### src/rtl/fpdiv_pkg.sv
// Shared constants for the iterative fixed-point divider.
// Word/fraction widths, FSM encoding and saturation values.
package fpdiv_pkg;

  localparam int N  = 32;
  localparam int D  = 16;
  localparam int W  = N + D;
  localparam int CW = $clog2(W + 1);

  localparam logic [1:0] IDLE = 2'd0;
  localparam logic [1:0] CALC = 2'd1;
  localparam logic [1:0] FIX  = 2'd2;
  localparam logic [1:0] DONE = 2'd3;

  localparam logic [N-1:0] SAT_POS = {1'b0, {(N-1){1'b1}}};
  localparam logic [N-1:0] SAT_NEG = {1'b1, {(N-1){1'b0}}};

  // Magnitude of a two's complement word; -2^(N-1) maps to 2^(N-1).
  function automatic logic [N-1:0] abs_val(input logic [N-1:0] x);
    return x[N-1] ? (~x + 1'b1) : x;
  endfunction

endpackage

### src/rtl/fpdiv_datapath.sv
// Restoring-division datapath: magnitudes, shift/subtract
// step and final sign/saturation into the result register.
module fpdiv_datapath
  import fpdiv_pkg::*;
(
  input  logic         clk,
  input  logic         reset,
  input  logic         load,
  input  logic         step,
  input  logic         fix,
  input  logic         zero,
  input  logic [N-1:0] a,
  input  logic [N-1:0] b,
  output logic [N-1:0] result
);

  logic         sign_q;
  logic         a_neg_q;
  logic [N-1:0] abs_a;
  logic [N-1:0] abs_b;
  logic [N-1:0] dvs_q;
  logic [W-1:0] dvd_q;
  logic [W-1:0] dvd_sh;
  logic [W-1:0] dvd_nxt;
  logic [N:0]   rem_q;
  logic [N:0]   rem_sh;
  logic [N:0]   rem_sub;
  logic [N:0]   rem_step;
  logic [N:0]   rem_nxt;
  logic [W-1:0] quo_q;
  logic [W-1:0] quo_step;
  logic [W-1:0] quo_nxt;
  logic [N-1:0] res_nxt;
  logic         ge;
  logic         en;
  logic         big_pos;
  logic         big_neg;

  assign abs_a = abs_val(a);
  assign abs_b = abs_val(b);
  assign en    = load | step;

  vc_EnResetReg #(.p_nbits(1)) sign_reg (
    .clk(clk), .reset(reset), .q(sign_q),
    .d(a[N-1] ^ b[N-1]), .en(load)
  );

  vc_EnResetReg #(.p_nbits(1)) aneg_reg (
    .clk(clk), .reset(reset), .q(a_neg_q),
    .d(a[N-1]), .en(load)
  );

  vc_EnResetReg #(.p_nbits(N)) dvs_reg (
    .clk(clk), .reset(reset), .q(dvs_q),
    .d(abs_b), .en(load)
  );

  assign dvd_sh = {dvd_q[W-2:0], 1'b0};

  vc_Mux2 #(.p_nbits(W)) dvd_mux (
    .in0(dvd_sh), .in1({abs_a, {D{1'b0}}}),
    .sel(load), .out(dvd_nxt)
  );

  vc_EnResetReg #(.p_nbits(W)) dvd_reg (
    .clk(clk), .reset(reset), .q(dvd_q),
    .d(dvd_nxt), .en(en)
  );

  // Top remainder bit acts as the carry of the shifted value.
  assign rem_sh  = {rem_q[N-1:0], dvd_q[W-1]};
  assign rem_sub = rem_sh - {1'b0, dvs_q};
  assign ge      = rem_q[N] | (rem_sh >= {1'b0, dvs_q});

  vc_Mux2 #(.p_nbits(N+1)) rsel_mux (
    .in0(rem_sh), .in1(rem_sub),
    .sel(ge), .out(rem_step)
  );

  vc_Mux2 #(.p_nbits(N+1)) rem_mux (
    .in0(rem_step), .in1({(N+1){1'b0}}),
    .sel(load), .out(rem_nxt)
  );

  vc_EnResetReg #(.p_nbits(N+1)) rem_reg (
    .clk(clk), .reset(reset), .q(rem_q),
    .d(rem_nxt), .en(en)
  );

  assign quo_step = {quo_q[W-2:0], ge};

  vc_Mux2 #(.p_nbits(W)) quo_mux (
    .in0(quo_step), .in1({W{1'b0}}),
    .sel(load), .out(quo_nxt)
  );

  vc_EnResetReg #(.p_nbits(W)) quo_reg (
    .clk(clk), .reset(reset), .q(quo_q),
    .d(quo_nxt), .en(en)
  );

  assign big_pos = |quo_q[W-1:N-1];
  assign big_neg = (|quo_q[W-1:N])
                 | (quo_q[N-1] & (|quo_q[N-2:0]));

  always_comb begin
    res_nxt = quo_q[N-1:0];
    if (zero)
      res_nxt = a_neg_q ? SAT_NEG : SAT_POS;
    else if (sign_q)
      res_nxt = big_neg ? SAT_NEG : (~quo_q[N-1:0] + 1'b1);
    else
      res_nxt = big_pos ? SAT_POS : quo_q[N-1:0];
  end

  vc_EnResetReg #(.p_nbits(N)) res_reg (
    .clk(clk), .reset(reset), .q(result),
    .d(res_nxt), .en(fix)
  );

endmodule

### src/rtl/vc_EnResetReg.sv
// Library register with synchronous reset and load enable.
module vc_EnResetReg #(
  parameter int                 p_nbits       = 1,
  parameter logic [p_nbits-1:0] p_reset_value = '0
) (
  input  logic               clk,
  input  logic               reset,
  output logic [p_nbits-1:0] q,
  input  logic [p_nbits-1:0] d,
  input  logic               en
);

  always_ff @(posedge clk) begin
    if (reset)
      q <= p_reset_value;
    else if (en)
      q <= d;
  end

endmodule

### src/rtl/vc_Mux2.sv
// Library two-input multiplexer.
module vc_Mux2 #(
  parameter int p_nbits = 1
) (
  input  logic [p_nbits-1:0] in0,
  input  logic [p_nbits-1:0] in1,
  input  logic               sel,
  output logic [p_nbits-1:0] out
);

  assign out = sel ? in1 : in0;

endmodule

### src/rtl/fpdiv.sv
// Iterative fixed-point divider c = (a << D) / b with
// val/rdy streams; FSM and step counter live here.
module fpdiv
  import fpdiv_pkg::*;
(
  input  logic           clk,
  input  logic           reset,
  input  logic           istream_val,
  output logic           istream_rdy,
  input  logic [2*N-1:0] istream_msg,
  output logic           ostream_val,
  input  logic           ostream_rdy,
  output logic [N-1:0]   ostream_msg
);

  logic [1:0]    state;
  logic [1:0]    state_nxt;
  logic [CW-1:0] cnt;
  logic          zero_q;
  logic          load;
  logic          step;
  logic          fix;
  logic [N-1:0]  a;
  logic [N-1:0]  b;
  logic          b_zero;

  assign a      = istream_msg[2*N-1:N];
  assign b      = istream_msg[N-1:0];
  assign b_zero = (b == '0);

  always_comb begin
    state_nxt = state;
    load      = 1'b0;
    step      = 1'b0;
    fix       = 1'b0;
    case (state)
      IDLE: begin
        if (istream_val) begin
          load      = 1'b1;
          state_nxt = b_zero ? FIX : CALC;
        end
      end
      CALC: begin
        step = 1'b1;
        if (cnt == CW'(W - 1))
          state_nxt = FIX;
      end
      FIX: begin
        fix       = 1'b1;
        state_nxt = DONE;
      end
      DONE: begin
        if (ostream_rdy)
          state_nxt = IDLE;
      end
      default: state_nxt = IDLE;
    endcase
  end

  always_ff @(posedge clk) begin
    if (reset) begin
      state  <= IDLE;
      cnt    <= '0;
      zero_q <= 1'b0;
    end else begin
      state <= state_nxt;
      if (load) begin
        cnt    <= '0;
        zero_q <= b_zero;
      end else if (step) begin
        cnt <= cnt + CW'(1);
      end
    end
  end

  assign istream_rdy = (state == IDLE);
  assign ostream_val = (state == DONE);

  fpdiv_datapath dp (
    .clk(clk),
    .reset(reset),
    .load(load),
    .step(step),
    .fix(fix),
    .zero(zero_q),
    .a(a),
    .b(b),
    .result(ostream_msg)
  );

endmodule

### config.mk
export PLATFORM = sky130hd
export DESIGN_NAME = fpdiv
export DESIGN_NICKNAME = d
export VERILOG_FILES = /design/src/rtl/fpdiv_pkg.sv /design/src/rtl/fpdiv_datapath.sv /design/src/rtl/vc_EnResetReg.sv /design/src/rtl/vc_Mux2.sv /design/src/rtl/fpdiv.sv
export SDC_FILE = /design/constraint.sdc
export NUM_CORES = 1
export LEC_CHECK = 0
export CORE_ASPECT_RATIO = 1.2
export CORE_MARGIN = 2
export CORE_UTILIZATION = 60
export CTS_CLUSTER_SIZE = 24
export DETAILED_ROUTE_END_ITERATION = 8
export HOLD_SLACK_MARGIN = 0.1
export PLACE_DENSITY = 0.85
export SYNTH_ARGS = -nofsm -noshare
export SYNTH_HDL_FRONTEND = slang
export SYNTH_HIERARCHICAL = 1
export SYNTH_SLANG_ARGS = --single-unit
export TNS_END_PERCENT = 5
### constraint.sdc
create_clock -name clk -period 4.1 [get_ports clk]
set_input_delay 0.82 -clock clk [delete_from_list [all_inputs] [get_ports clk]]
set_output_delay 0.82 -clock clk [all_outputs]
set_load 0.05 [all_outputs]
======== Word level (Yosys, flattened, before mapping) ========
Cells that the tools add are included.
cells by class
  $add $sub $neg .......................... 5
  $lt $le $gt $ge ......................... 1
  equal/unequal tests ..................... 7
  multiplexer cells ....................... 20
  bitwise logic cells ..................... 8
  reductions and logical operators ........ 7
operators with widths
  cell                                                                     number
  32-bit two-way mux                                                       7
  32-bit by 1-bit adder with 32-bit output, second input constant          3
  48-bit two-way mux                                                       2
  32-bit NOT                                                               3
  33-bit two-way mux                                                       2
  33-bit by 32-bit greater-or-equal comparator with 1-bit output           1
  33-bit by 32-bit subtractor with 33-bit output                           1
  32-bit logical NOT                                                       1
  31-bit OR reduction                                                      1
  17-bit OR reduction                                                      1
  16-bit OR reduction                                                      1
  2-bit two-way mux                                                        4
  2-bit case mux with 4 select lines                                       1
  6-bit by 1-bit adder with 6-bit output, second input constant            1
  6-bit equality test, second input constant                               1
  2-bit equality test, second input constant                               2
  1-bit two-way mux                                                        4
  2-bit inequality test, second input constant                             2
  1-bit OR                                                                 3
  3-bit AND reduction                                                      1
  2-bit by 1-bit equality test with 1-bit output, second input constant    1
  2-bit logical NOT                                                        1
  2-bit by 1-bit inequality test with 1-bit output, second input constant  1
  2-bit OR reduction                                                       1
  other kinds (2)                                                          2
storage, ports and cells
  register bits after elaboration ......... 204
  bits of input ports ..................... 68
  output and inout bits ................... 34
  word-level logic and storage cells ...... 58

======== Longest topological paths before layout ========
Gate-level depths: netlist of run 1.
  depth after elaboration ................. 6
  mapped depth ............................ 15
  gate-level depth less buffers ........... 14

======== Modules after synthesis ========
Netlist of run 1, hierarchy kept.
modules (own cells, without submodules)
  module                            instances  cells an instance  area each (µm²)  seq. area each (µm²)
  fpdiv_datapath                    1          727                4550.6           0.0
  vc_EnResetReg at dp.dvd_reg ...   2          155                1729.2           960.9
  vc_EnResetReg at dp.dvs_reg ...   2          103                1163.6           640.6
  vc_Mux2 at dp.dvd_mux ...         2          53                 659.4            0.0
  vc_EnResetReg at dp.rem_reg       1          107                1202.4           660.6
  vc_Mux2 at dp.rem_mux ...         2          37                 555.5            0.0
  fpdiv                             1          66                 564.3            180.2
  vc_EnResetReg at dp.aneg_reg ...  2          3                  33.8             20.0

======== Worst setup path after synthesis of run 1 ========
Ideal clock, no wire load.
  path kind ............................... input port to flip-flop
  start ................................... input istream_msg[48]
  end ..................................... register dp.dvd_reg.q[45]
  library setup time ...................... 0.127 ns
  data arrival time ....................... 3.298 ns
  data required time ...................... 3.973 ns
  path slack .............................. 0.675 ns
  stages on the path ...................... 9
  path buffers ............................ 0
  cell sequence ........................... or4_1 or4_1 or2_2 or3_1 o41ai_1 xnor2_1 mux2_2 mux2i_1 nor2_1
between the ends
  word-level cells in the longest chain between the ends .. 4
RTL lines
  what                                      RTL line              source
  from (decl)                               fpdiv.sv:10           input logic [2*N-1:0] istream_msg,
  32-bit NOT                                fpdiv_pkg.sv:20       return x[N-1] ? (~x + 1'b1) : x;
  32-bit by 1-bit adder with 32-bit output  fpdiv_pkg.sv:20
  32-bit two-way mux                        fpdiv_pkg.sv:20
  named net dp.abs_a[29]                    fpdiv_datapath.sv:19  logic [N-1:0] abs_a;
  48-bit two-way mux                        vc_Mux2.sv:11         assign out = sel ? in1 : in0;
  named net dp.dvd_nxt[45]                  fpdiv_datapath.sv:24  logic [W-1:0] dvd_nxt;
  to (signal assigned)                      vc_EnResetReg.sv:15   q <= p_reset_value;
  to (decl)                                 vc_EnResetReg.sv:8    output logic [p_nbits-1:0] q,
The timed path passes the listed nets, and every way through them passes these cells.
A chain may end at the register's enable or synchronous reset.

======== Worst setup path after layout of run 1 ========
Ends and elaborated chain as after synthesis.

==> results list, run 1 <==
- The run finished with clean final reports.
- Synth-to-layout area growth: 13.8%
- The share of the Yosys chip area taken by registers is 0.280.
- Synthesized instance count: 1602
- Normalized max-slew margin: 0.276
- The worst hold path belongs to the class flop to flop.
- The placed instances occupy a cell area of between 0.015 and 0.02 sq mm.
* Post-DR wirelength/cell: 16.4 um
* Aggregate routed wire length: approximately 34 mm
- Buffers placed on the I/O ports in this run total ~100.
* Total core area: 0.0239 sq mm
* Transition at the pin with the smallest max-transition slack: 1.08 ns
- The floorplan step set the die width to ~150 um.
- Area enclosed by the die boundary: ~0.026 sq mm
* Post-placement setup slack: -0.0517 ns
* Sinks on the clock net: roughly 200
* Detail-routed via count per cell: ~5.9
- I/O pin total: 102
* Number of enable flip-flop cells after synthesis: 0
* Cells traversed along the worst timing path: clkdlybuf4s50_1, or4_1, or4_1, or2_2, or3_1, o41ai_1, xnor2_1, mux2_2, mux2i_1, nor2_1
* CTS Root Buffer Type: sky130_fd_sc_hd__clkbuf_16
- Wire length of the first global-routing pass: about 57 mm
* Element type at the critical path end: flop
- For this design, the CTS-stage hold fixing added 0 buffers.
* Cell area power density: between 700 and 800 mW/mm^2
* Final critical-path setup slack: just under 0.5 ns
- The die is roughly 170 um tall.
* Area of all placed cells without fillers: between 0.015 and 0.02 sq mm
- CTS buffer count: 22
- Final count of hold timing violations: 0
* CP arrival: 3.99 ns
- Overflow after GRT: 0
- # DRC: 0
- The number of slew-limit violations in the final report is 0.
* Most frequent standard cell in the layout excluding fill and tap cells: sky130_fd_sc_hd__nor2_1
- Summing every instance area after synthesis gives around 0.015 sq mm.
- The critical path is of the input port to flop type.
- Final Power: 12.5 mW
- Detailed-routing iteration count for the pre-antenna-repair pass: 6
- The congestion estimate from routability-driven global placement came to between 0.8 and 0.9.
- Setup Viol. Count Final: 0
* Maximum buffer depth of the clock tree: 3
- After the first detailed-routing iteration, the DRC count stood at between 900 and 1000.
* Fraction of registers with async set or reset after synthesis: 0
- Leakage power: around 7.0 nW
* # nets final: ~1900
- RSZ-0062 raised after global routing: false
- The worst setup path is launched from an input port.
* CP Data Required Time: 4.48 ns
- Worst-case clock skew: 0.0112 ns
- The via count of the first global-routing pass came to between 10000 and 15000.
- CTS clk-pin slew, worst paths: approximately 0.060 ns
- The worst path needs around 3.6 ns of the cycle, external delays included.
- The synthesized design contains 204 register bits.
* Max stage delay on crit path: 0.55 ns
- Via count of the routed design: around 12000
- In this design, the critical path's most frequently occurring cell is sky130_fd_sc_hd__or4_1.
* H-tree depth: 1
- Clock Latency Late Sink: about 0.51 ns
- Leaving out fill and tap cells, the most frequent cells in the layout are sky130_fd_sc_hd__nor2_1, sky130_fd_sc_hd__dfxtp_1, sky130_fd_sc_hd__mux2i_1.
- Primary FF master, synth: sky130_fd_sc_hd__dfxtp_1
* Number of different library cells in the post-synthesis netlist: 66
- Peak fanout along the critical path: 5
* Share of layout cells above drive strength 1: 0.136
- The number of antenna violations at the first check in global routing came to 0.
- Top achievable clock speed: 0.277 GHz
- Max-capacitance violation count: 0
- Post-CTS timing repair inserted 0 buffers for setup.
- Number of nets still failing antenna checks after routing: 0
- Gates resized during post-CTS repair numbered 0.
- Clock tree from TritonCTS: done
* Overall routing resource usage: 0.260
- For this run, the number of Yosys warnings is 6.
- Count of antenna diodes in the layout: 0
- Dividing the final minimum period by the clock period gives 0.882.
* HPWL after DPL: around 23 mm
- Measured on the finished design, the core utilization comes to 0.695.
- Setup tns final: 0 ns
* Peak supply drop: between 0.4 and 0.5 mV
- Number of placement rows: 62
* Slowest cell on the critical path: sky130_fd_sc_hd__or4_1
* Largest net degree at the start of global routing: a little over 90
* Synth Area per Inst: ~9.1 sq um
- FILL cells: around 1900
* Starting utilization of the core area: 0.611
[metal layers]
metal	global-route usage	vias to the layer above	routed length [um]
li1	-	5945	-
met1	0.311	5817	14000
met2	0.467	423	17000
met3	0.0373	97	1870
met4	0.104	0	1270
met5	0	-	0
[flip-flops by register name, indices dropped and copies added, names as in the netlist]
signal,count
dp/sign_reg/q,1
state,2
dp/quo_reg/q,48
dp/res_reg/q,32
zero_q,1
dp/aneg_reg/q,1
dp/dvd_reg/q,48
dp/dvs_reg/q,32
dp/rem_reg/q,33
cnt,6
[cells in the mapped netlist, drive strengths merged, types with 2 or more instances]
cell type,count,share of area
nor4,33,0.015
o41ai,8,0.0048
xor2,19,0.011
clkbuf,45,0.012
or4,11,0.0059
o21ai,68,0.023
nor3,48,0.018
nand2b,10,0.0043
xnor2,83,0.050
and3,11,0.0047
nor3b,3,0.0015
nand3,39,0.013
dfxtp,204,0.28
a41oi,2,0.0012
a21o,11,0.0057
nor2,242,0.062
mux2i,198,0.14
nand3b,3,0.0015
o211ai,5,0.0026
a211oi,8,0.0041
or3,17,0.0076
and2,7,0.0030
o21bai,3,0.0015
a31oi,19,0.0081
o31ai,20,0.012
inv,56,0.014
ha,40,0.034
a21oi,53,0.018
or2,6,0.0026
nand4b,2,0.0012
nand2,53,0.014
mux2,162,0.15
o221ai,3,0.0018
o2bb2ai,2,0.0012
a22oi,4,0.0021
o21a,8,0.0041
nor2b,5,0.0021
a221oi,2,0.0012
nand4,23,0.0099
buf,53,0.047
a211o,2,0.0012
[layout make-up]
| type | count | area, sq um | area share |
|---|---|---|---|
| Multi-Input combinational cell | 1340 | 9810 | 0.591 |
| Clock inverter | 8 | 168 | 0.0101 |
| Inverter | 57 | 221 | 0.0133 |
| Tap cell | 320 | 400 | 0.0241 |
| Timing Repair Buffer | 128 | 1290 | 0.0776 |
| Clock buffer | 32 | 639 | 0.0385 |
| Sequential cell | 204 | 4080 | 0.246 |
[stage by stage]
step | hold WS, ns | std cells
finish | 0.493 | 2089
CTS | 0.492 | 2089
global placement | 0.468 | 2049
detailed placement | 0.479 | 2049
global route | 0.510 | 2089
floorplan | 0.456 | 1699
[kinds of logic after synthesis]
group           synth area share
fa+ha+maj                 0.0357
flops                      0.280
other cells             0.000257
buf+inv                   0.0734
simple gates               0.167
xor+xnor                  0.0612
mux                        0.286
compound gates            0.0968
[path summary, 6_finish.rpt]
kind,slack (ns),end,cells past startpoint,start
max,0.48,dp/dvd_reg/q[45],10,istream_msg[48]
min,0.49,dp/dvd_reg/q[4],2,dp/dvd_reg/q[4]
max reg2reg,0.53,dp/res_reg/q[9],9,dp/quo_reg/q[10]
min reg2reg,0.49,dp/dvd_reg/q[4],2,dp/dvd_reg/q[4]
[critical path: cells and delay by family]
family	cells	cell delay [ns]
AOI/OAI and AO/OA	1	0.38
and+or+nand+nor	5	1.79
buffers and inverters	1	0.46
muxes	2	0.40
xor gates and xnor gates	1	0.13
[where the power goes]
part / leakage, nW / switching, mW / internal [mW] / total (mW)
Clock: 0.391 / 0.822 / 1.40 / 2.22
Sequential: 1.67 / 0.344 / 2.38 / 2.72
Combinational: 4.98 / 3.76 / 3.80 / 7.56
Total: 7.04 / 4.93 / 7.57 / 12.5
Power figures use the tool's default switching activity.
==> inputs of run 2 (changes only) <==
- clock period: 4.1 -> 4.38 ns (I/O delays scaled with it)
==> run 2 against run 1 <==
Against the previous run: worst setup slack improved by 0.16 ns; global-route usage fell by 0.064 points; cell count fell by 0.38%; routed wire length rose by 1.0%; critical path depth did not move; final area fell by 0.44%; largest cell class unchanged.
==> results list, run 2 (synthesized netlist as in run 1, its figures left out) <==
- Among the stages of the critical path, the cell type that occurs most often is sky130_fd_sc_hd__or3_1.
- The clock buffer count from CTS is 23 (+4.5%).
- From synthesis to final layout, the design area changed by 13.3%.
* Peak fanout along the critical path: 5 (unchanged)
* Largest delay contributor family on the critical path: simple AND/OR/NAND/NOR gates
- The routed wire length came to 34.5 mm (+1.0%).
* Worst hold margin: 0.493 ns (+0.000834 ns)
* Number of nets still failing antenna checks after routing: 0 (unchanged)
- Detailed-routing iteration count for the pre-antenna-repair pass: 5 (-1)
- Element type at the critical path end: flop
- Most frequent standard cell in the layout excluding fill and tap cells: sky130_fd_sc_hd__nor2_1
* Slowest cell on the critical path: sky130_fd_sc_hd__or4_1
* Detail-routed via count per cell: 5.90 (+0.31%)
- The clock latency reported for the late side of the worst-skew pair came to 0.52 ns (about the same).
- Number of pins exceeding their max-slew limit in the final report: 0 (unchanged)
- Setup repair after global routing left no endpoint under its margin.
- The via count of the first global-routing pass is 11900 (-2.1%).
- Post-DR wirelength/cell: 16.6 um (+1.4%)
- Final count of hold timing violations: 0 (unchanged)
- The number of H-tree branching levels was 1 (unchanged).
- Outcome: finished clean
* Post-cts sizing count: 0 (unchanged)
- WP buf/inv: 1 (unchanged)
* Via count of the routed design: 12300 (-0.073%)
- The filler-free cell count of the finished design is 2081 (-0.38%).
* # nets final: 1854 (-0.43%)
- The overall overflow remaining after global route came to 0 (unchanged).
* CP Data Required Time: 4.74 ns (+0.26 ns)
- The leakage dissipation was 6.99 nW (-0.65%).
- Die Span Y: 175 um (unchanged)
* Normalized max-slew margin: 0.224 (-0.0517)
- CP arrival: 4.10 ns (+0.11 ns)
- The initial core utilization was 0.611 (unchanged).
- Sw Ratio: 0.401 (+0.00682)
* Overall routing resource usage: 0.259 (-0.000636)
- RePlAce Congestion: 0.904 (+1.4%)
- Leaving out fill and tap cells, the most frequent cells in the layout are sky130_fd_sc_hd__nor2_1, sky130_fd_sc_hd__dfxtp_1, sky130_fd_sc_hd__mux2i_1.
- The tree is rooted in a sky130_fd_sc_hd__clkbuf_16.
* Post-placement cell count: 2040 (-0.44%)
- The fill cell instance count of the final layout is 1874 (+0.32%).
* P_sw: 4.68 mW (-5.1%)
* Shortest period the worst path allows: 3.74 ns
- The internal portion of total power is 6.99 mW (-7.7%).
* Post-route clock period utilization: 0.853
- Maximum buffer depth of the clock tree: 3 (unchanged)
* Share of layout cells above drive strength 1: 0.135 (-0.00108)
- # DRC: 0 (unchanged)
* Hold-fix buffer count after cts: 0 (unchanged)
* Count of antenna diodes in the layout: 0 (unchanged)
- The final setup violation count was 0 (unchanged).
* Cells traversed along the worst timing path: clkdlybuf4s50_1, or4_1, or3_1, or3_1, or3_1, o31ai_1, xnor2_1, mux2_4, mux2i_1, nor2_1
- Max-capacitance violation count: 0 (unchanged)
* Clock tree from TritonCTS: done
- CTS clk-pin slew, worst paths: 0.06 ns (about the same)
- Crit start category: input port
- Transition at the pin with the smallest max-transition slack: 1.15 ns (+0.0702 ns)
- The power consumption is 11.7 mW (-6.7%).
- The combinational share of power was 0.608 (+0.003).
* Largest net degree at the start of global routing: 123 (+35%)
- I/O pin total: 102 (unchanged)
- Biggest registers after layout: dp/dvd_reg/q x48, dp/quo_reg/q x48, dp/rem_reg/q x33
* Die W: 146 um (unchanged)
* Setup tns final: 0 ns (unchanged)
* Sequential share of power: 0.219 (about the same)
- The delay contributed by the slowest stage of the critical path came to 0.59 ns (+0.04 ns).
- Area enclosed by the die boundary: 0.0256 sq mm (unchanged)
- The post-DP HPWL is 23.5 mm (+0.75%).
- Sinks on the clock net: 204 (unchanged)
- Worst-case clock skew: 0.0117 ns (+0.000507 ns)
* Number of placement rows: 62 (unchanged)
- The first-pass GRT wire length is 56.8 mm (-0.43%).
* Number of port buffers: 101 (unchanged)
- Buffers inserted during post-CTS setup optimization: 0 (unchanged)
- The starting DRC count in detailed routing came to 811 (-10%).
- Peak supply drop: 0.471 mV (+4.4%)
* Power share of the clock group: 0.174 (-0.003)
- The critical path in this run is classified as input port to flop.
* Cell area power density: 705 mW/mm^2 (-6.3%)
- Kind of path behind the tightest hold check: flop to flop
- Derived from the worst setup path, the maximum achievable clock frequency is approximately 0.27 GHz.
* Number of antenna violations at the first check in global routing: 0 (unchanged)
- Total core area: 0.0239 sq mm (unchanged)
run 2: cell types whose count changed in the layout (fill, tap and decap cells not counted), sizes merged:
cell / change
buf: -9
bufinv: -2
clkbuf: -5
clkinv: +4
clkinvlp: +2
inv: +2
run 2: path summary, 6_finish.rpt:
check | end | cells past startpoint | slack [ns] | from
max reg2reg | dp/rem_reg/q[0] | 13 | 0.86 | dp/dvs_reg/q[4]
min | dp/dvd_reg/q[16] | 2 | 0.49 | dp/dvd_reg/q[16]
max | dp/dvd_reg/q[41] | 10 | 0.64 | istream_msg[40]
min reg2reg | dp/dvd_reg/q[16] | 2 | 0.49 | dp/dvd_reg/q[16]
run 2: routing by layer:
metal	vias up	GRT usage	routed length (um)
met5	-	0	0
met4	0	0.100	1220
met3	93	0.0324	1930
met2	419	0.465	17300
met1	5842	0.316	14100
li1	5919	-	-
run 2: through the flow:
step	utilization	instance area, sq um	worst slack, ns
4_1_cts	0.692	16500	0.658
3_3_place_gp	0.659	15800	0.259
2_1_floorplan	-	15000	0.899
6_report	0.692	16500	0.644
3_5_place_dp	0.659	15800	0.152
5_1_grt	0.692	16500	0.483
run 2: power by group through the flow:
| stage | logic (mW) | clock network (mW) | registers (mW) |
|---|---|---|---|
| after floorplan | 6.09 | 0 | 2.56 |
| after global placement | 6.77 | 0 | 2.55 |
| final | 7.09 | 2.02 | 2.55 |
| after detailed placement | 6.94 | 0 | 2.58 |
| after CTS | 7.01 | 2.05 | 2.55 |
| after global routing | 7.64 | 2.13 | 2.60 |
run 2: final cells by class:
| type | instances | area, sq um | share of cell area |
|---|---|---|---|
| inverter | 57 | 221 | 0.0134 |
| sequential | 204 | 4080 | 0.247 |
| clock buffer | 27 | 621 | 0.0375 |
| tap | 320 | 400 | 0.0242 |
| clock inverter | 14 | 168 | 0.0101 |
| multi-input combinational | 1340 | 9810 | 0.593 |
| timing repair buffer | 119 | 1230 | 0.0746 |
run 2: worst min-delay path, delay by kind of cell, from the launching register on:
kind	cells	cell delay, ns
multiplexers	1	0.06
AND/OR/NAND/NOR	1	0.07
flip-flops	1	0.32
==> inputs of run 3 (changes only) <==
- ABC_AREA: not set -> 1
- PLACE_DENSITY: 0.85 -> 0.84
==> run 3 against run 2 <==
Against the previous run: non-clock buffer count down 4; clock skew decreased by 0.0033 ns; total power up 27%; hold slack lost 0.025 ns; via count is 40% higher; critical path depth rose by 7; largest cell class unchanged; largest power group unchanged; highest routed layer unchanged.
==> results list, run 3 <==
- Count of cell instances traversed by the critical path: 17 (+7)
- Detail-routed via count per cell: 4.94 (-16%)
- The relative slew slack is 0.308 (+0.0841).
- The pin slew with the least headroom to its limit is 1.03 ns (-0.120 ns).
- Shortest period the worst path allows: 3.27 ns (-0.470 ns)
- CP Data Required Time: 4.84 ns (+0.10 ns)
* Aggregate routed wire length: 44.8 mm (+30%)
* Total core area: 0.0271 sq mm (+13%)
- Number of antenna violations at the first check in global routing: 0 (unchanged)
- The detailed-route wire length on metal 1 came to 18.8 mm (+34%).
* Number of placement rows: 66 (+6.5%)
- Detailed-routing iteration count for the pre-antenna-repair pass: 5 (unchanged)
- The overall overflow remaining after global route was 0 (unchanged).
- The largest registers in the layout are dp/dvd_reg/q x48, dp/quo_reg/q x48, dp/rem_reg/q x33.
* Cell area after placement: 0.0176 sq mm (+12%)
* Area of all placed cells without fillers: 0.0185 sq mm (+12%)
- # nets final: 3227 (+74%)
- The async set or reset register ratio after synthesis is 0 (unchanged).
* Most used cell, CP: sky130_fd_sc_hd__nand2_1
- The number of violations of the max-capacitance limit is 0 (unchanged).
* Depth of the most critical reg-to-reg path: 17 (+4)
* Max stage delay on crit path: 0.54 ns (-0.05 ns)
- WP buf/inv: 4 (+3)
- Most numerous cell in the Yosys netlist: sky130_fd_sc_hd__nand2_1
- Buffers inserted during post-CTS setup optimization: 0 (unchanged)
- Outcome: finished clean
- Among all stages on the critical path, the largest delay is contributed by sky130_fd_sc_hd__nand2_1.
* Number of DRC markers in iteration 0: 1102 (+36%)
- In this run the worst setup path begins at dp/dvs_reg/q[30].
- The highest metal layer carrying signal wires in the routed design is met4.
- Synth Area per Inst: 5.51 sq um (-39%)
* HPWL after DPL: 32.8 mm (+40%)
* Crit start category: flop
* Synth area leader: sky130_fd_sc_hd__nand2_1
- Seq/Total Area, Yosys: 0.247 (-0.0328)
* Post-route clock period utilization: 0.746 (-0.107)
- CTS clk-pin slew, worst paths: 0.06 ns (about the same)
- The I/O pin count came to 102 (unchanged).
- Worst-case clock skew: 0.00840 ns (-0.00332 ns)
* Peak supply drop: 0.920 mV (+96%)
- Area share of the leading cell type in the synthesized netlist: 0.276 (-0.00325)
- The cell family contributing the most delay on the critical path is simple AND/OR/NAND/NOR gates.
- The clock latency reported for the late side of the worst-skew pair is 0.52 ns (about the same).
- Clock tree from TritonCTS: done
- H-tree depth: 1 (unchanged)
- The maximum clock frequency was 0.306 GHz (+14%).
- The horizontal die dimension was 156 um (+6.3%).
- RePlAce Congestion: 0.982 (+8.6%)
* Final Power: 14.8 mW (+27%)
- CP arrival: 3.72 ns (-0.38 ns)
* Setup tns final: 0 ns (unchanged)
- Path type of the worst setup path: flop to flop
- The final setup violation count was 0 (unchanged).
- The amount of wire on met2 after detailed routing was 22.2 mm (+28%).
- Hold-fix buffer count after cts: 0 (unchanged)
- Most frequent standard cell in the layout excluding fill and tap cells: sky130_fd_sc_hd__nand2_1
- The total track usage is 0.312 (+0.0531).
- Kind of path behind the tightest hold check: flop to flop
- The count of input and output buffers is 101 (unchanged).
- The via count of the first global-routing pass is 16100 (+36%).
- The tree is rooted in a sky130_fd_sc_hd__clkbuf_16.
- The power density over the cells is 799 mW/mm^2 (+13%).
* Starting utilization of the core area: 0.611 (about the same)
- In this run the worst setup path terminates at dp/rem_reg/q[9].
* # DRC: 0 (unchanged)
- Element type at the critical path end: flop
- The die boundary height was 186 um (+6.3%).
- The per-cell routed wire length came to 12.9 um (-22%).
- Post-synthesis instance area: 0.0165 sq mm (+13%)
* Area enclosed by the die boundary: 0.0289 sq mm (+13%)
* Post-cts sizing count: 0 (unchanged)
- Wire length of the first global-routing pass: 74.9 mm (+32%)
* RSZ-0062 raised after global routing: false
* Critical R2R Launch: dp/dvs_reg/q[30]
* Synth-to-layout area growth: 11.8%
- The number of slew-limit violations in the final report was 0 (unchanged).
- Share of layout cells above drive strength 1: 0.0367 (-0.0985)
- Via count of the routed design: 17200 (+40%)
- The number of synthesized flops with an enable pin was 0 (unchanged).
* Sinks on the clock net: 204 (unchanged)
- CTS buffer count: 25 (+8.7%)
- The top cell types in the final layout, fill and taps aside, are sky130_fd_sc_hd__nand2_1, sky130_fd_sc_hd__nor2_1, sky130_fd_sc_hd__inv_1.
- Sorting the synthesized cells by area gives the leading types as sky130_fd_sc_hd__nand2_1, sky130_fd_sc_hd__dfxtp_1, sky130_fd_sc_hd__nor2_1, sky130_fd_sc_hd__inv_1, sky130_fd_sc_hd__xor2_1.
- Leading cell types by count after synthesis: sky130_fd_sc_hd__nand2_1, sky130_fd_sc_hd__nor2_1, sky130_fd_sc_hd__inv_1, sky130_fd_sc_hd__dfxtp_1, sky130_fd_sc_hd__nand3_1
- The slack of the worst reg-to-reg path is 1.11 ns (+0.25 ns).
- Leakage power: 10.1 nW (+44%)
- Number of different library cells in the post-synthesis netlist: 47 (-29%)
- Final count of hold timing violations: 0 (unchanged)
- The sum of met3 wire segment lengths after detailed routing was 1.85 mm (-4.2%).
- Cells traversed along the worst timing path: inv_1, ha_1, inv_1, nor3_1, nand2_1, nor3_1, a31oi_1, nand2_1, buf_4, nand2_1, nand2_1, nand2_2, nand2_1, inv_1, nand2_1, nand2_1, nor2_1
* Primary FF master, synth: sky130_fd_sc_hd__dfxtp_1
* Maximum buffer depth of the clock tree: 3 (unchanged)
- The gate count after technology mapping came to 2999 (+87%).
* Destination of the worst register-to-register timing path: dp/rem_reg/q[9]
- Flip-flop and latch count after synthesis: 204 (unchanged)
- Yosys warnings: 6 (unchanged)
- Number of nets still failing antenna checks after routing: 0 (unchanged)
* Peak fanout along the critical path: 23 (+18)
* Largest net degree at the start of global routing: 117 (-4.9%)
==> run 3: cell count changes after synthesis, sizes merged, moves of 49 or more <==
cell and change:
buf +49, inv +349, mux2 -162, mux2i -198
nand2 +1189, nand3 +49, nor2 +343, xnor2 -62
==> run 3: how the worst min path moves through the flow <==
stage / startpoint / endpoint / slack [ns] / cells past startpoint
floorplan: dp/dvs_reg/q[10] / dp/dvs_reg/q[10] / 0.45 / 2
global placement: dp/dvd_reg/q[14] / dp/dvd_reg/q[14] / 0.46 / 2
detailed placement: dp/res_reg/q[8] / dp/res_reg/q[8] / 0.46 / 2
CTS: dp/res_reg/q[8] / dp/res_reg/q[8] / 0.47 / 2
global route: dp/dvd_reg/q[20] / dp/dvd_reg/q[20] / 0.49 / 2
finish: dp/res_reg/q[8] / dp/res_reg/q[8] / 0.47 / 2
==> run 3: cell families after synthesis <==
group,count (synthesis),share of synthesized area
AO/OA/AOI/OAI,176,0.0599
adder cells (fa/ha/maj),41,0.0315
other,1,0.000227
AND/OR/NAND/NOR,1965,0.470
XOR/XNOR,87,0.0461
flip-flops,204,0.247
buffers and inverters,525,0.145
==> run 3: power breakdown <==
| group | internal [mW] | leakage (nW) | total, mW | switching (mW) |
|---|---|---|---|---|
| Clock | 1.33 | 0.414 | 2.15 | 0.818 |
| Sequential | 2.63 | 1.69 | 3.34 | 0.705 |
| Combinational | 3.16 | 7.97 | 9.29 | 6.13 |
| Total | 7.12 | 10.1 | 14.8 | 7.65 |
==> run 3: tightest hold or removal path: cells and delay by family (launching register included) <==
kind / cells / cell delay, ns
flip-flops: 1 / 0.31
AND/OR/NAND/NOR: 2 / 0.13
==> run 3: layout make-up <==
| type | count | area, sq um |
|---|---|---|
| multi-input cells | 2367 | 10400 |
| fillers | 2576 | 8590 |
| flip-flops and latches | 204 | 4080 |
| inverters | 405 | 1540 |
| repair buffers | 115 | 1170 |
| clock buffers | 38 | 734 |
| well taps | 340 | 425 |
| clock inverters | 6 | 116 |
| diodes | 1 | 2.50 |
==> run 3: layer usage <==
metal  vias to the layer above  track usage
met4                         0        0.142
met2                       359        0.573
met5                         -            0
met3                       103       0.0356
met1                      7640        0.364
li1                       9075            -
==> run 3: per-stage QoR <==
step	worst slack (ns)	util	std cells	hold WS, ns
CTS	1.16	0.683	3475	0.470
finish	1.11	0.683	3476	0.469
global placement	1.19	0.651	3431	0.457
detailed placement	1.12	0.651	3431	0.462
floorplan	2.01	-	3096	0.449
global route	0.835	0.683	3475	0.490
==> variant 1, RTL diff (config.mk and constraints of run 1) <==
Set the package constant `N` to 64 (it was 32).
--- a/src/rtl/fpdiv_pkg.sv
+++ b/src/rtl/fpdiv_pkg.sv
@@ -2,7 +2,7 @@
 // Word/fraction widths, FSM encoding and saturation values.
 package fpdiv_pkg;
 
-  localparam int N  = 32;
+  localparam int N  = 64;
   localparam int D  = 16;
   localparam int W  = N + D;
   localparam int CW = $clog2(W + 1);
Ports: changed (resized istream_msg and ostream_msg); port bits go from 102 to 198. The function was not compared with the original's and may differ.
==> variant 1 against run 1 <==
Setup slack worse by 0.47 ns; first-iteration DRC count is 64% higher; sequential share of layout area is 2.0 points lower; routed wire length is 110% higher; area after synthesis is 86% higher; power is 130% higher; sequential cell count is 161 higher; design area is 95% higher; via count is 94% higher.
==> variant 1: results (changes against run 1) <==
- First-pass GRT wire length: 115 mm (was 57.0 mm)
- Dominant cells by area after synthesis: dfxtp_1 (27%), mux2_4 (14%), mux2i_1 (13%) (was dfxtp_1 (28%), mux2i_1 (14%), mux2_4 (10%))
- Largest regs: dp/dvd_reg/q (80), dp/quo_reg/q (80), dp/rem_reg/q (65) (was dp/dvd_reg/q (48), dp/quo_reg/q (48), dp/rem_reg/q (33))
- Ys Warns: 6 (unchanged)
- VDD IR max: 0.000580 V (was 0.000451 V)
- Number of global-route vias before repair: 23800 (was 12100)
- Met1 WL: 28.9 mm (was 14.0 mm)
- Share of cells above drive strength 1: 0.190 (was 0.136)
- Met1 global-route usage: 0.345 (was 0.311)
- Port Buffer Count: 197 (was 101)
- Wire length on met3: 3.44 mm (was 1.87 mm)
- Nets: 3630 (was 1862)
- Gpl congestion: 0.957 (was 0.892)
- Worst EP arrival: 4.59 ns (was 3.99 ns)
- Initial antenna violation count: 0 (unchanged)
- WL met2: 36.0 mm (was 17.0 mm)
- Clock Skew: 0.0217 ns (was 0.0112 ns)
- Uppermost layer routed: met4 (unchanged)
- 1st-pass router iterations: 9 (was 6)
- Sequential fraction of the synthesis area: 0.269 (was 0.280)
- Clock H-tree levels: 2 (was 1)
- Unique masters post-synth: 77 (was 66)
- Pin count of the biggest net entering global routing: 126 (was 91)
- Post-synth top cells: nor2_1 (475), dfxtp_1 (365), mux2i_1 (356) (was nor2_1 (242), dfxtp_1 (204), mux2i_1 (198))
- WL final: 71.3 mm (was 34.2 mm)
- Post-DP Area: 30600 sq um (was 15800 sq um)
- Min-delay worst type: reg2reg (unchanged)
- Diodes inserted: 0 (unchanged)
- Met3 GRT Util: 0.0432 (was 0.0373)
- Reg clk slew, reported paths: 0.06 ns (about the same)
- Hpwl dp: 50.2 mm (was 23.3 mm)
- Total GRT Usage: 0.294 (was 0.260)
- Status: finished, final reports clean (unchanged)
- Total CTS buffers: 41 (was 22)
- Via count: 23800 (was 12300)
- Static Leak: 0.0139 uW (was 0.00704 uW)
- Clock latency on the worst-skew pair: 0.59 ns (was 0.51 ns)
- Clock root buffer: clkbuf_16 (unchanged)
- Worst Max-Slew Pin Slew: 1.18 ns (was 1.08 ns)
- Drt initial violations: 1482 (was 905)
- Max clock buf depth: 3 (unchanged)
- Met2 Use GR: 0.525 (was 0.467)
- Critical Path Fanout Max: 3 (was 5)
- Async set-reset flop share out of synthesis: 0 (unchanged)
==> variant 1: cell count changes after synthesis, moves of 28 or more <==
cell             run 1  this run
inv_1               56        98
xnor2_1             83       164
dfxtp_1            204       365
nor2_1             242       475
mux2_2              62        30
o31ai_1             18        67
nand2_1             53       145
a21oi_1             53       128
buf_8                0        28
ha_1                40        73
mux2_4             100       260
mux2i_1            198       356
clkbuf_1            44       102
o21ai_0             65       107
==> variant 1: layout make-up <==
class                           count  area, sq um
Multi-Input combinational cell   2507        18900
Fill cell                        3225        12300
Sequential cell                   365         7310
Timing Repair Buffer              411         3770
Clock buffer                       54         1150
Tap cell                          609          762
Inverter                           98          375
Clock inverter                     19          196
==> variant 1: worst max-delay path: stages (launching register included) <==
cell and delay [ns]:
dfxtp_1 0.34, inv_1 0.05, ha_1 0.24, fa_1 0.42, nor2b_1 0.20, o2111ai_1 0.16
a211oi_1 0.25, buf_4 0.17, o2111ai_2 0.12, nand3_1 0.19, a21oi_2 0.12, o31ai_2 0.33
buf_4 0.20, a311oi_4 0.11, o21a_1 0.22, a2111oi_1 0.38, mux2_4 0.22, mux2_4 0.13
mux2i_1 0.06, nor2_1 0.09
==> variant 1: kinds of logic (layout without fill, tap and decap cells) <==
group                    count (synthesis)  after routing  synth area share
AO/OA/AOI/OAI                          496            496             0.117
XOR/XNOR                               192            192            0.0620
multiplexers                           646            646             0.288
AND/OR/NAND/NOR                        937            937             0.159
other                                    1            162          0.000138
adder cells (fa/ha/maj)                 74             74            0.0344
flip-flops                             365            365             0.269
buffers and inverters                  296            582            0.0710
==> variant 1: metrics by stage <==
step | power (uW) | hold slack (ns) | std cells | setup slack (ns) | utilization
2_1_floorplan | 20100 | 0.458 | 3168 | 0.00139 | -
3_3_place_gp | 23500 | 0.468 | 3984 | -0.478 | 0.684
3_5_place_dp | 24100 | 0.483 | 3984 | -0.608 | 0.684
4_1_cts | 28100 | 0.494 | 4058 | -0.00956 | 0.715
5_1_grt | 30900 | 0.510 | 4063 | -0.0960 | 0.724
6_report | 29100 | 0.491 | 4063 | 0.0168 | 0.724
==> variant 1: worst paths after layout <==
check	depth (start not counted)	from	slack, ns	endpoint
min	2	dp/dvs_reg/q[56]	0.49	dp/dvs_reg/q[56]
max reg2reg	19	dp/dvd_reg/q[79]	0.02	dp/rem_reg/q[58]
min reg2reg	2	dp/dvs_reg/q[56]	0.49	dp/dvs_reg/q[56]
max	19	dp/dvd_reg/q[79]	0.02	dp/rem_reg/q[58]
==> variant 1: timing repair <==
item                                    CTS  global route
buffers inserted                          1             4
endpoints found under the setup margin   67            75
cloned                                    0             1
pin swaps                                 2            15
resized for setup                         8            61
==> variant 1: power breakdown <==
part	switching, uW	total, uW	internal, uW
clock network	1590	3710	2120
registers	736	5120	4380
logic	9630	20300	10600
==> variant 2, RTL diff (flow settings as in run 1) <==
Made on the original files. Reset style: asynchronous (`reset`), changed in 2 clocked blocks. Comments in the files are not updated.
--- a/src/rtl/vc_EnResetReg.sv
+++ b/src/rtl/vc_EnResetReg.sv
@@ -10,7 +10,7 @@
   input  logic               en
 );
 
-  always_ff @(posedge clk) begin
+  always_ff @(posedge clk or posedge reset) begin
     if (reset)
       q <= p_reset_value;
     else if (en)
--- a/src/rtl/fpdiv.sv
+++ b/src/rtl/fpdiv.sv
@@ -57,7 +57,7 @@
     endcase
   end
 
-  always_ff @(posedge clk) begin
+  always_ff @(posedge clk or posedge reset) begin
     if (reset) begin
       state  <= IDLE;
       cnt    <= '0;
Function: differs if reset is asserted again (counterexample within 4 cycles, from zero or initial values and one cycle with reset high); with reset held inactive, the same outputs for 10 cycles.
==> variant 2 against run 1 <==
Sequential cell count did not move; core utilization fell by 0.067 points; count of clock-buffer cells in the layout fell by 1; setup slack worse by 0.30 ns; power is 42% higher; area after synthesis up 6.1%; worst hold slack gained 0.0093 ns; sequential power increased by 50%; routed wire length is 2.7% higher; first-iteration DRC count decreased by 25%; design area rose by 6.5%; critical path type is now reg2reg.
==> variant 2: results (changes against run 1) <==
- VDD IR max: 0.000542 V (was 0.000451 V)
- Worst stage delay on the critical path: 0.53 ns (was 0.55 ns)
- 1st-pass router iterations: 8 (was 6)
- Dominant cells by area after synthesis: dfrtp_1 (33%), mux2_4 (22%), mux2_2 (9.3%) (was dfxtp_1 (28%), mux2i_1 (14%), mux2_4 (10%))
- First-pass GRT wire length: 57.9 mm (was 57.0 mm)
- RR Endpoint: dp/rem_reg/q[26] (was dp/res_reg/q[9])
- Worst R2R Path Depth: 12 (was 9)
- CP max-delay cell: nor4b_1 (was or4_1)
- Sequential fraction of the synthesis area: 0.329 (was 0.280)
- Clock Skew: 0.0152 ns (was 0.0112 ns)
- Drt initial violations: 679 (was 905)
- Worst EP arrival: 4.30 ns (was 3.99 ns)
- R2r setup slk: 0.18 ns (was 0.53 ns)
- Worst hold path endpoint: dp/dvd_reg/q[9] (was dp/dvd_reg/q[4])
- FF-to-FF Start: dp/dvs_reg/q[12] (was dp/quo_reg/q[10])
- Slew headroom: 0.242 (was 0.276)
- Pin count of the biggest net entering global routing: 63 (was 91)
- Met2 Use GR: 0.460 (was 0.467)
- Hold path depth: 1 (was 2)
- Gpl congestion: 0.878 (was 0.892)
- Hpwl dp: 24.5 mm (was 23.3 mm)
- Total GRT Usage: 0.258 (was 0.260)
- Static Leak: 0.00788 uW (was 0.00704 uW)
- Unique masters post-synth: 73 (was 66)
- WL final: 35.1 mm (was 34.2 mm)
- Met3 GRT Util: 0.0271 (was 0.0373)
- Status: finished, final reports clean (unchanged)
- Switch Pwr: 6720 uW (was 4930 uW)
- Async set-reset flop share out of synthesis: 1.00 (was 0)
- Met1 global-route usage: 0.325 (was 0.311)
- Nets: 1676 (was 1862)
- Mean number of vias per cell: 5.90 (was 5.88)
- Critical Path Fanout Max: 7 (was 5)
- Hold_sp: dp/dvd_reg/q[9] (was dp/dvd_reg/q[4])
- Share of cells above drive strength 1: 0.291 (was 0.136)
[variant 2: power groups by stage]
stage	Clock, uW	Sequential, uW	Combinational, uW
after floorplan	0	4280	9440
after global placement	0	3980	11200
after detailed placement	0	4040	11500
after CTS	2080	4050	11600
after global routing	2160	4190	12500
final	2050	4070	11600
[variant 2: cell families after synthesis]
| group | Yosys count | synth area share |
|---|---|---|
| AOI/OAI and AO/OA | 238 | 0.101 |
| other | 1 | 0.000242 |
| DFF | 204 | 0.329 |
| adders and majority gates | 41 | 0.0336 |
| muxes | 364 | 0.320 |
| xor gates and xnor gates | 101 | 0.0571 |
| buffers and inverters | 145 | 0.0603 |
| and+or+nand+nor | 295 | 0.0977 |
[variant 2: layer usage]
layer | vias up | routed length, um
met5 | - | 0
met4 | 0 | 1110
met3 | 89 | 1500
met2 | 333 | 17900
met1 | 5582 | 14500
li1 | 5290 | -
[variant 2: how the worst max path moves through the flow]
stage / startpoint / end / slack (ns) / depth (start not counted)
after CTS: dp/dvs_reg/q[2] / dp/rem_reg/q[32] / 0.19 / 13
after global routing: dp/dvs_reg/q[2] / dp/rem_reg/q[0] / 0.05 / 14
after floorplan: istream_msg[44] / dp/dvd_reg/q[42] / 0.33 / 9
final: dp/dvs_reg/q[12] / dp/rem_reg/q[26] / 0.18 / 12
after detailed placement: istream_msg[44] / dp/dvd_reg/q[45] / -0.21 / 10
after global placement: istream_msg[44] / dp/dvd_reg/q[42] / -0.13 / 10
[variant 2: metrics by stage]
stage	cells	power [uW]	setup WS (ns)	hold slack [ns]	cell area [sq um]
2_1_floorplan	1486	13700	0.333	0.473	15900
3_3_place_gp	1872	15100	-0.129	0.486	16900
3_5_place_dp	1872	15500	-0.206	0.493	16900
4_1_cts	1912	17700	0.187	0.509	17700
5_1_grt	1913	18800	0.0486	0.517	17700
6_report	1913	17800	0.184	0.502	17700
[variant 2: layout make-up]
cell class	instances	area (sq um)
clock buffers	31	676
clock inverters	9	82.6
well taps	330	413
inverters	68	263
multi-input cells	1137	9830
repair buffers	134	1320
fillers	1788	7770
flip-flops and latches	204	5100
